`config.mk`:
```
export PLATFORM = sky130hd
export DESIGN_NAME = xdatabus_arbiter_flat
export DESIGN_NICKNAME = d
export VERILOG_FILES = /design/src/rtl/xdatabus_arbiter_if.sv /design/src/rtl/xdatabus_arbiter.sv /design/src/flat_wrapper.sv
export SDC_FILE = /design/constraint.sdc
export NUM_CORES = 1
export LEC_CHECK = 0
export CORE_AREA = 3 3 162 164
export CTS_CLUSTER_DIAMETER = 200
export CTS_CLUSTER_SIZE = 10
export DETAILED_ROUTE_END_ITERATION = 12
export DIE_AREA = 0 0 165 167
export GPL_TIMING_DRIVEN = 1
export PLACE_DENSITY = 0.52
export SKIP_LAST_GASP = 1
export SYNTH_ARGS = -nofsm -noshare
export SYNTH_HDL_FRONTEND = slang
export SYNTH_SLANG_ARGS = --single-unit
export TNS_END_PERCENT = 20
```
`constraint.sdc`:
```
create_clock -name clk -period 4.2 [get_ports clk]
set_input_delay 1.05 -clock clk [delete_from_list [all_inputs] [get_ports clk]]
set_output_delay 1.05 -clock clk [all_outputs]
set_load 0.005 [all_outputs]
```
`src/rtl/xdatabus_arbiter_if.sv`:
```
// xdatabus_arbiter_if: requester-side and master-side databus signals of the arbiter.
interface xdatabus_arbiter_if #(
  parameter int N_REQ  = 4,
  parameter int DATA_W = 32,
  parameter int ADDR_W = 32
);
  logic [N_REQ-1:0]          req_valid;
  logic [N_REQ*ADDR_W-1:0]   req_addr;
  logic [N_REQ*DATA_W-1:0]   req_wdata;
  logic [N_REQ*DATA_W/8-1:0] req_wstrb;
  logic [N_REQ-1:0]          req_ready;
  logic [DATA_W-1:0]         req_rdata;
  logic                      m_valid;
  logic [ADDR_W-1:0]         m_addr;
  logic [DATA_W-1:0]         m_wdata;
  logic [DATA_W/8-1:0]       m_wstrb;
  logic                      m_ready;
  logic [DATA_W-1:0]         m_rdata;
  modport master (
    input  req_valid, req_addr, req_wdata, req_wstrb, m_ready, m_rdata,
    output req_ready, req_rdata, m_valid, m_addr, m_wdata, m_wstrb
  );
  modport slave (
    output req_valid, req_addr, req_wdata, req_wstrb, m_ready, m_rdata,
    input  req_ready, req_rdata, m_valid, m_addr, m_wdata, m_wstrb
  );
endinterface

```
`src/rtl/xdatabus_arbiter.sv`:
```
// xdatabus_arbiter: round-robin burst arbiter sharing one databus master among N_REQ requesters.
// Define XDATABUS_ARB_FIXED_PRIO_EN to hold rr_ptr at 0 (lowest index always wins).
module xdatabus_arbiter #(
  parameter int N_REQ     = 4,
  parameter int DATA_W    = 32,
  parameter int ADDR_W    = 32,
  parameter int MAX_BURST = 16,
  parameter int BURST_W   = 5
) (
  input  logic             clk,
  input  logic             rst,
  xdatabus_arbiter_if.master bus,
  output logic [N_REQ-1:0] grant_o,
  output logic             busy_o
);
  localparam int PTR_W  = $clog2(N_REQ);
  localparam int STRB_W = DATA_W / 8;

  typedef enum logic {IDLE, BUSY} state_t;

  state_t             state_q, state_d;
  logic [N_REQ-1:0]   grant_q, grant_d;
  logic [PTR_W-1:0]   g_q, g_d;
  logic [PTR_W-1:0]   rr_ptr_q, rr_ptr_d;
  logic [BURST_W-1:0] beat_cnt_q, beat_cnt_d;
  logic [PTR_W-1:0]   win, idx;
  logic               found, beat, last, rel;

  logic [ADDR_W-1:0] addr_a  [N_REQ];
  logic [DATA_W-1:0] wdata_a [N_REQ];
  logic [STRB_W-1:0] wstrb_a [N_REQ];

  for (genvar k = 0; k < N_REQ; k++) begin : g_unpack
    assign addr_a[k]  = bus.req_addr[k*ADDR_W +: ADDR_W];
    assign wdata_a[k] = bus.req_wdata[k*DATA_W +: DATA_W];
    assign wstrb_a[k] = bus.req_wstrb[k*STRB_W +: STRB_W];
  end

  always_ff @(posedge clk or posedge rst) begin
    if (rst) begin
      state_q    <= IDLE;
      grant_q    <= '0;
      g_q        <= '0;
      rr_ptr_q   <= '0;
      beat_cnt_q <= '0;
    end else begin
      state_q    <= state_d;
      grant_q    <= grant_d;
      g_q        <= g_d;
      rr_ptr_q   <= rr_ptr_d;
      beat_cnt_q <= beat_cnt_d;
    end
  end

  // First asserted valid at or after rr_ptr, wrapping modulo N_REQ.
  always_comb begin
    win   = rr_ptr_q;
    idx   = rr_ptr_q;
    found = 1'b0;
    for (int k = 0; k < N_REQ; k++) begin
      idx = PTR_W'((int'(rr_ptr_q) + k) % N_REQ);
      if (!found && bus.req_valid[idx]) begin
        win   = idx;
        found = 1'b1;
      end
    end
  end

  always_comb begin
    beat       = state_q == BUSY && bus.req_valid[g_q] && bus.m_ready;
    last       = MAX_BURST != 0 && beat && int'(beat_cnt_q) + 1 == MAX_BURST;
    rel        = (!bus.req_valid[g_q] && !beat) || last;
    state_d    = state_q;
    grant_d    = grant_q;
    g_d        = g_q;
    rr_ptr_d   = rr_ptr_q;
    beat_cnt_d = beat_cnt_q;
    if (state_q == IDLE) begin
      if (found) begin
        state_d = BUSY;
        grant_d = N_REQ'(1) << win;
        g_d     = win;
      end
    end else if (rel) begin
      state_d    = IDLE;
      grant_d    = '0;
      beat_cnt_d = '0;
      rr_ptr_d   = (int'(g_q) == N_REQ - 1) ? '0 : g_q + 1'b1;
    end else if (beat) begin
      beat_cnt_d = beat_cnt_q + 1'b1;
    end
`ifdef XDATABUS_ARB_FIXED_PRIO_EN
    rr_ptr_d = '0;
`endif
  end

  always_comb begin
    busy_o        = state_q == BUSY;
    grant_o       = grant_q;
    bus.m_valid   = busy_o && bus.req_valid[g_q];
    bus.m_addr    = addr_a[g_q];
    bus.m_wdata   = wdata_a[g_q];
    bus.m_wstrb   = busy_o ? wstrb_a[g_q] : '0;
    bus.req_ready = busy_o ? {{(N_REQ-1){1'b0}}, bus.m_ready} << g_q : '0;
    bus.req_rdata = bus.m_rdata;
  end
endmodule

```
`src/flat_wrapper.sv`:
```
// flat-port wrapper written by rule: the top's interface ports become plain ports
module xdatabus_arbiter_flat 
#(
  parameter int N_REQ     = 4,
  parameter int DATA_W    = 32,
  parameter int ADDR_W    = 32,
  parameter int MAX_BURST = 16,
  parameter int BURST_W   = 5
)
  (clk, rst, grant_o, busy_o, bus_req_valid, bus_req_addr, bus_req_wdata, bus_req_wstrb, bus_m_ready, bus_m_rdata, bus_req_ready, bus_req_rdata, bus_m_valid, bus_m_addr, bus_m_wdata, bus_m_wstrb);
  xdatabus_arbiter_if #(.N_REQ(N_REQ), .DATA_W(DATA_W), .ADDR_W(ADDR_W)) bus_i ();
  input  logic clk;
  input  logic rst;
  output logic [N_REQ-1:0] grant_o;
  output logic busy_o;
  input wire logic [$bits(bus_i.req_valid)-1:0] bus_req_valid;
  input wire logic [$bits(bus_i.req_addr)-1:0] bus_req_addr;
  input wire logic [$bits(bus_i.req_wdata)-1:0] bus_req_wdata;
  input wire logic [$bits(bus_i.req_wstrb)-1:0] bus_req_wstrb;
  input wire logic [$bits(bus_i.m_ready)-1:0] bus_m_ready;
  input wire logic [$bits(bus_i.m_rdata)-1:0] bus_m_rdata;
  output wire logic [$bits(bus_i.req_ready)-1:0] bus_req_ready;
  output wire logic [$bits(bus_i.req_rdata)-1:0] bus_req_rdata;
  output wire logic [$bits(bus_i.m_valid)-1:0] bus_m_valid;
  output wire logic [$bits(bus_i.m_addr)-1:0] bus_m_addr;
  output wire logic [$bits(bus_i.m_wdata)-1:0] bus_m_wdata;
  output wire logic [$bits(bus_i.m_wstrb)-1:0] bus_m_wstrb;
  assign bus_i.req_valid = bus_req_valid;
  assign bus_i.req_addr = bus_req_addr;
  assign bus_i.req_wdata = bus_req_wdata;
  assign bus_i.req_wstrb = bus_req_wstrb;
  assign bus_i.m_ready = bus_m_ready;
  assign bus_i.m_rdata = bus_m_rdata;
  assign bus_req_ready = bus_i.req_ready;
  assign bus_req_rdata = bus_i.req_rdata;
  assign bus_m_valid = bus_i.m_valid;
  assign bus_m_addr = bus_i.m_addr;
  assign bus_m_wdata = bus_i.m_wdata;
  assign bus_m_wstrb = bus_i.m_wstrb;
  xdatabus_arbiter #(.N_REQ(N_REQ), .DATA_W(DATA_W), .ADDR_W(ADDR_W), .MAX_BURST(MAX_BURST), .BURST_W(BURST_W)) u_core (.clk(clk), .rst(rst), .bus(bus_i), .grant_o(grant_o), .busy_o(busy_o));
endmodule
```
Word level (Yosys, flattened, before mapping)
Cells that the tools add are included.
W data, S select, Z words.
{"block": "word_totals", "ramBits": 0, "output_inout_bits": 110, "input_bits": 311, "latch_bits": 0, "register_bits": 14, "mem_count": 0, "romBits": 0}
{"block": "op_classes", "div": 0, "order_cmp": 6, "bitwise_logic": 2, "shift": 2, "eq_ne": 3, "n_reduce_logical": 19, "n_addsub": 6, "mul": 0, "mux": 37}
{"cell": "$bmux W32 S2", "count": 2}
{"cell": "$mux W32", "count": 4}
{"cell": "$eq A32 B6 Y1 const B", "count": 1}
{"cell": "$mux W4", "count": 7}
{"cell": "$lt A2 B3 Y1 const B", "count": 5}
{"cell": "$mux W1", "count": 12}
{"cell": "$bmux W1 S2", "count": 5}
{"cell": "$mux W5", "count": 2}
{"cell": "$bmux W4 S2", "count": 1}
{"cell": "$mux W2", "count": 4}
{"cell": "$reduce_and A2 Y1", "count": 4}
{"cell": "$logic_and A1 B1 Y1", "count": 7}
{"cell": "$add A5 B1 Y6 const B", "count": 1}
{"cell": "$add A5 B1 Y5 const B", "count": 1}
{"cell": "$logic_not A1 Y1", "count": 5}
{"cell": "$add A2 B1 Y2 const B", "count": 2}
{"cell": "$add A2 B2 Y2 const B", "count": 2}
{"cell": "$reduce_bool A2 Y1", "count": 2}
{"cell": "$shl A1 B2 Y4", "count": 1}
{"cell": "$shl A1 B2 Y4 const A", "count": 1}
{"cell": "$ge A3 B3 Y1 const B", "count": 1}
{"cell": "$not A2 Y3", "count": 1}
{"cell": "$eq A2 B1 Y1 const B", "count": 1}
{"cell": "$ne A2 B2 Y1 const B", "count": 1}
{"cell": "2 further kinds", "count": 2}

Longest topological paths before layout
Gate-level depths: netlist (run 1).
{"block": "depth", "ltp_word": 15, "ltp_mapped": 6, "ltp_nobuf": 6}

Least setup slack after synthesis (run 1)
No wires, ideal clock.
{"block": "synth_timing", "kind": "input -> output", "from": "in bus_req_valid[3]", "to": "out bus_m_valid", "path_stages": 3, "arrival_time_ps": 1753, "n_path_buf": 0, "setup_slack_ps": 1397, "path_cell_list": "mux4_2 -> nand2_1 -> inv_1"}
{"block": "synth_between", "elab_chain_cells": 3}
{"element": "start: declaration", "line_no": "flat_wrapper.sv:16", "text": "input wire logic [$bits(bus_i.req_valid)-1:0] bus_req_valid;"}
{"element": "$bmux W1 S2", "line_no": "xdatabus_arbiter.sv:100", "text": "bus.m_valid = busy_o && bus.req_valid[g_q];"}
{"element": "$mux W1 (implied by the code)", "line_no": "xdatabus_arbiter.sv:100"}
{"element": "$logic_and A1 B1 Y1", "line_no": "xdatabus_arbiter.sv:100"}
{"element": "end: declaration", "line_no": "flat_wrapper.sv:24", "text": "output wire logic [$bits(bus_i.m_valid)-1:0] bus_m_valid;"}
No other way between the ends. The select of a mux whose other input is x is not followed.

Worst setup path in the final report (run 1)
{"block": "layout_timing", "from": "in bus_req_valid[1]", "to": "out bus_m_valid"}
Same word-level chain as after synthesis.

==> metrics.cfg, run 1 <==
[run_status]
outcome = finished, final reports clean

[worst_setup_path]
endpoint_kind = primary output
critPathLaunchType = primary input
cp.required_ns = 3.15
arrival_ns = 2.81
critical_path.max_fanout = 6
critical_path_class = primary input to primary output

[timing]
setup_viol = 0
relSlewSlack = 0.539
period_share = 0.920
worstMarginPinSlew_ns = 0.691
fmax_ghz = 0.259
rsz0062_at_grt = no
tns_ns = 0
skew_ns = 0.00371
fin_ws_ns = 0.336
finalHoldViolations = 0
drv_slew = 0
period_minus_slack_ns = 3.86

[final_layout]
n_fill_cell = 2627
fin_util = 0.261
drive_above_1_share = 0.161
final_area_sq_um = 6530
area_delta_synth_final_pct = 140
regArea_sq_um = 358
multi_input_area_sq_um = 2010
layout.nets = 843

[clock_network]
clkTransAtPathRegs_ns = 0.05
clkSinkCount = 14
htreeDepth = 1
cts_buffer_depth = 2
cts_root_buffer = clkbuf_16
cts_setup_buffers = 0
cts_tree = done
post_cts_resized = 0
cts_made_buffers = 3
hold_buffers = 0
clk_latency_ns = 0.24

[route]
wl_per_cell_um = 20.3
num_vias = 3250
wl_um = 17500
viasPerCell = 3.78
drc_errors = 0
drtIter0Drc = 127
drt_first_pass_iters = 4
ant_nets = 0

[yosys]
syn-instance-count = 213
syn_nets = 526
yosysWarnings = 0
synthDistinctLibCells = 32
yosys_register_bits = 14
synth_top_area_share = 0.570
syn_avg_cell_area_sq_um = 12.8
yosysSeqAreaShare = 0.129
syn_area_sq_um = 2730
synth.area.top_cells = mux4_2, dfrtp_1, buf_4, nand2_1, and2_1
yosys.area.top_type = mux4_2

[flow_run]
max_cap_viol_count = 0

[place]
gp_congestion = 0.828
place_area_sq_um = 6440
place_hpwl_um = 14900
dp_slack_ns = 0.347
io_buffers = 356

[power_and_ir_drop]
fin_total_pwr_mw = 2.88
peakVddDrop_mv = 0.304
power_leakage_nw = 2.27
p_per_area_nw_per_um2 = 441

[die]
start_util = 0.109
fp.coreArea_sq_um = 25000
num_rows = 58
die_area_sq_um = 27600
ios = 421
die_h_um = 167
die_w_um = 165

[global_route]
grt_pass1_wl_um = 24200
gr-total-overflow = 0
grt_pass1_vias = 3469
grtUsageTotal = 0.116
grt_start_max_net_pins = 45
antenna_found_initial = 3

[worst_hold_path]
hold_class = flop to flop

## synth_stat cells
library cell,instances
o21ai_0,5
nor2_1,8
nand2_1,15
nor2b_1,2
o31ai_1,4
dfrtp_1,14
o21ai_1,1
nand4_1,1
inv_1,7
and2_1,6
a21oi_1,3
o22ai_1,2
buf_2,4
buf_4,37
mux2_4,2
a22oi_1,1
o21ai_4,1
buf_1,2
o2bb2ai_1,4
buf_6,1
inv_2,1
clkbuf_1,5
nand2b_1,1
and4b_1,1
a21o_1,4
or3b_1,1
ha_1,2
nand3_1,4
mux4_2,69
nor3_1,2
a32o_1,2
nor2_2,1
## sequential cells by signal (all words and copies together), names as in the netlist
| name | cells |
|---|---|
| u_core.busy_o | 1 |
| u_core.g_q | 2 |
| u_core.grant_o | 4 |
| u_core.rr_ptr_q | 2 |
| u_core.beat_cnt_q | 5 |
## logic make-up (layout without fill, tap and decap cells)
| group | count (synthesis) | count (layout) | share of synthesized area |
|---|---|---|---|
| multiplexers | 71 | 71 | 0.581 |
| buffers and inverters | 57 | 373 | 0.134 |
| AND/OR/NAND/NOR | 42 | 42 | 0.0748 |
| AO/OA/AOI/OAI | 27 | 27 | 0.0721 |
| flip-flops | 14 | 14 | 0.129 |
| adder cells (fa/ha/maj) | 2 | 2 | 0.00918 |
| other | 0 | 1 | 0 |
## area by class of cell
type,count,area share
Timing Repair Buffer,361,0.555
Multi-Input combinational cell,142,0.308
Tap cell,330,0.0633
Sequential cell,14,0.0548
Clock buffer,4,0.0136
Inverter,8,0.00460
Antenna cell,1,0.000383
## layout by cell type, fill, tap and decap left out
master / count
o22ai_1: 2
mux2_4: 2
mux4_2: 69
o21ai_1: 1
clkbuf_8: 1
buf_4: 3
a21o_1: 4
dfrtp_1: 12
dfrtp_4: 2
and4b_1: 1
o31ai_1: 4
nand2_1: 15
diode_2: 1
o21ai_4: 1
nor3_1: 2
ha_1: 2
and2_1: 6
nor2b_1: 2
nor2_2: 1
buf_12: 2
nand2b_1: 1
clkdlybuf4s50_1: 356
a22oi_1: 1
nand3_1: 4
inv_1: 7
o21ai_0: 5
nand4_1: 1
nor2_1: 8
or3b_1: 1
clkbuf_16: 3
o2bb2ai_1: 4
a32o_1: 2
inv_2: 1
a21oi_1: 3
## per-layer routing
metal / routed length [um] / global-route usage / part of all wire
met5: 20 / 0 / 0.0011
met1: 6520 / 0.139 / 0.37
met3: 1690 / 0.0351 / 0.097
met2: 9070 / 0.210 / 0.52
met4: 152 / 0.0128 / 0.0087
## through the flow
stage | instances | hold WS [ns]
floorplan | 213 | 0.495
global placement | 855 | 0.529
detailed placement | 855 | 0.510
CTS | 859 | 0.533
global route | 859 | 0.553
finish | 860 | 0.526
## worst paths after layout
path                                    from                    to  slack, ns  depth (start not counted)
setup / recovery            bus_req_valid[1]           bus_m_valid       0.34                          5
hold / removal             u_core.grant_o[3]     u_core.grant_o[3]       0.53                          1
setup reg to reg               u_core.g_q[0]    u_core.rr_ptr_q[0]       1.97                          4
hold reg to reg            u_core.grant_o[3]     u_core.grant_o[3]       0.53                          1
max in group asynchronous                rst         u_core.g_q[1]       2.62                          2
min in group asynchronous                rst  u_core.beat_cnt_q[0]       1.16                          2
## critical path: stages
cell	delay (ns)
clkdlybuf4s50_1	0.49
mux4_2	0.58
nand2_1	0.18
inv_1	0.06
clkdlybuf4s50_1	0.45
## report_power, final
group          switching (mW)  internal [mW]
clock                  0.0560          0.144
sequential              0.186          0.190
combinational           0.760           1.54
Power figures use the tool's default switching activity.
==> inputs of run 2 (changes only) <==
--- a/config.mk
+++ b/config.mk
@@ -13,6 +13,7 @@
 export GPL_TIMING_DRIVEN = 1
 export PLACE_DENSITY = 0.52
 export SKIP_LAST_GASP = 1
+export SLEW_MARGIN = 10
 export SYNTH_ARGS = -nofsm -noshare
 export SYNTH_HDL_FRONTEND = slang
 export SYNTH_SLANG_ARGS = --single-unit
==> results of run 2 <==
The final DEF is identical to that of run 1; final timing and power are the same.
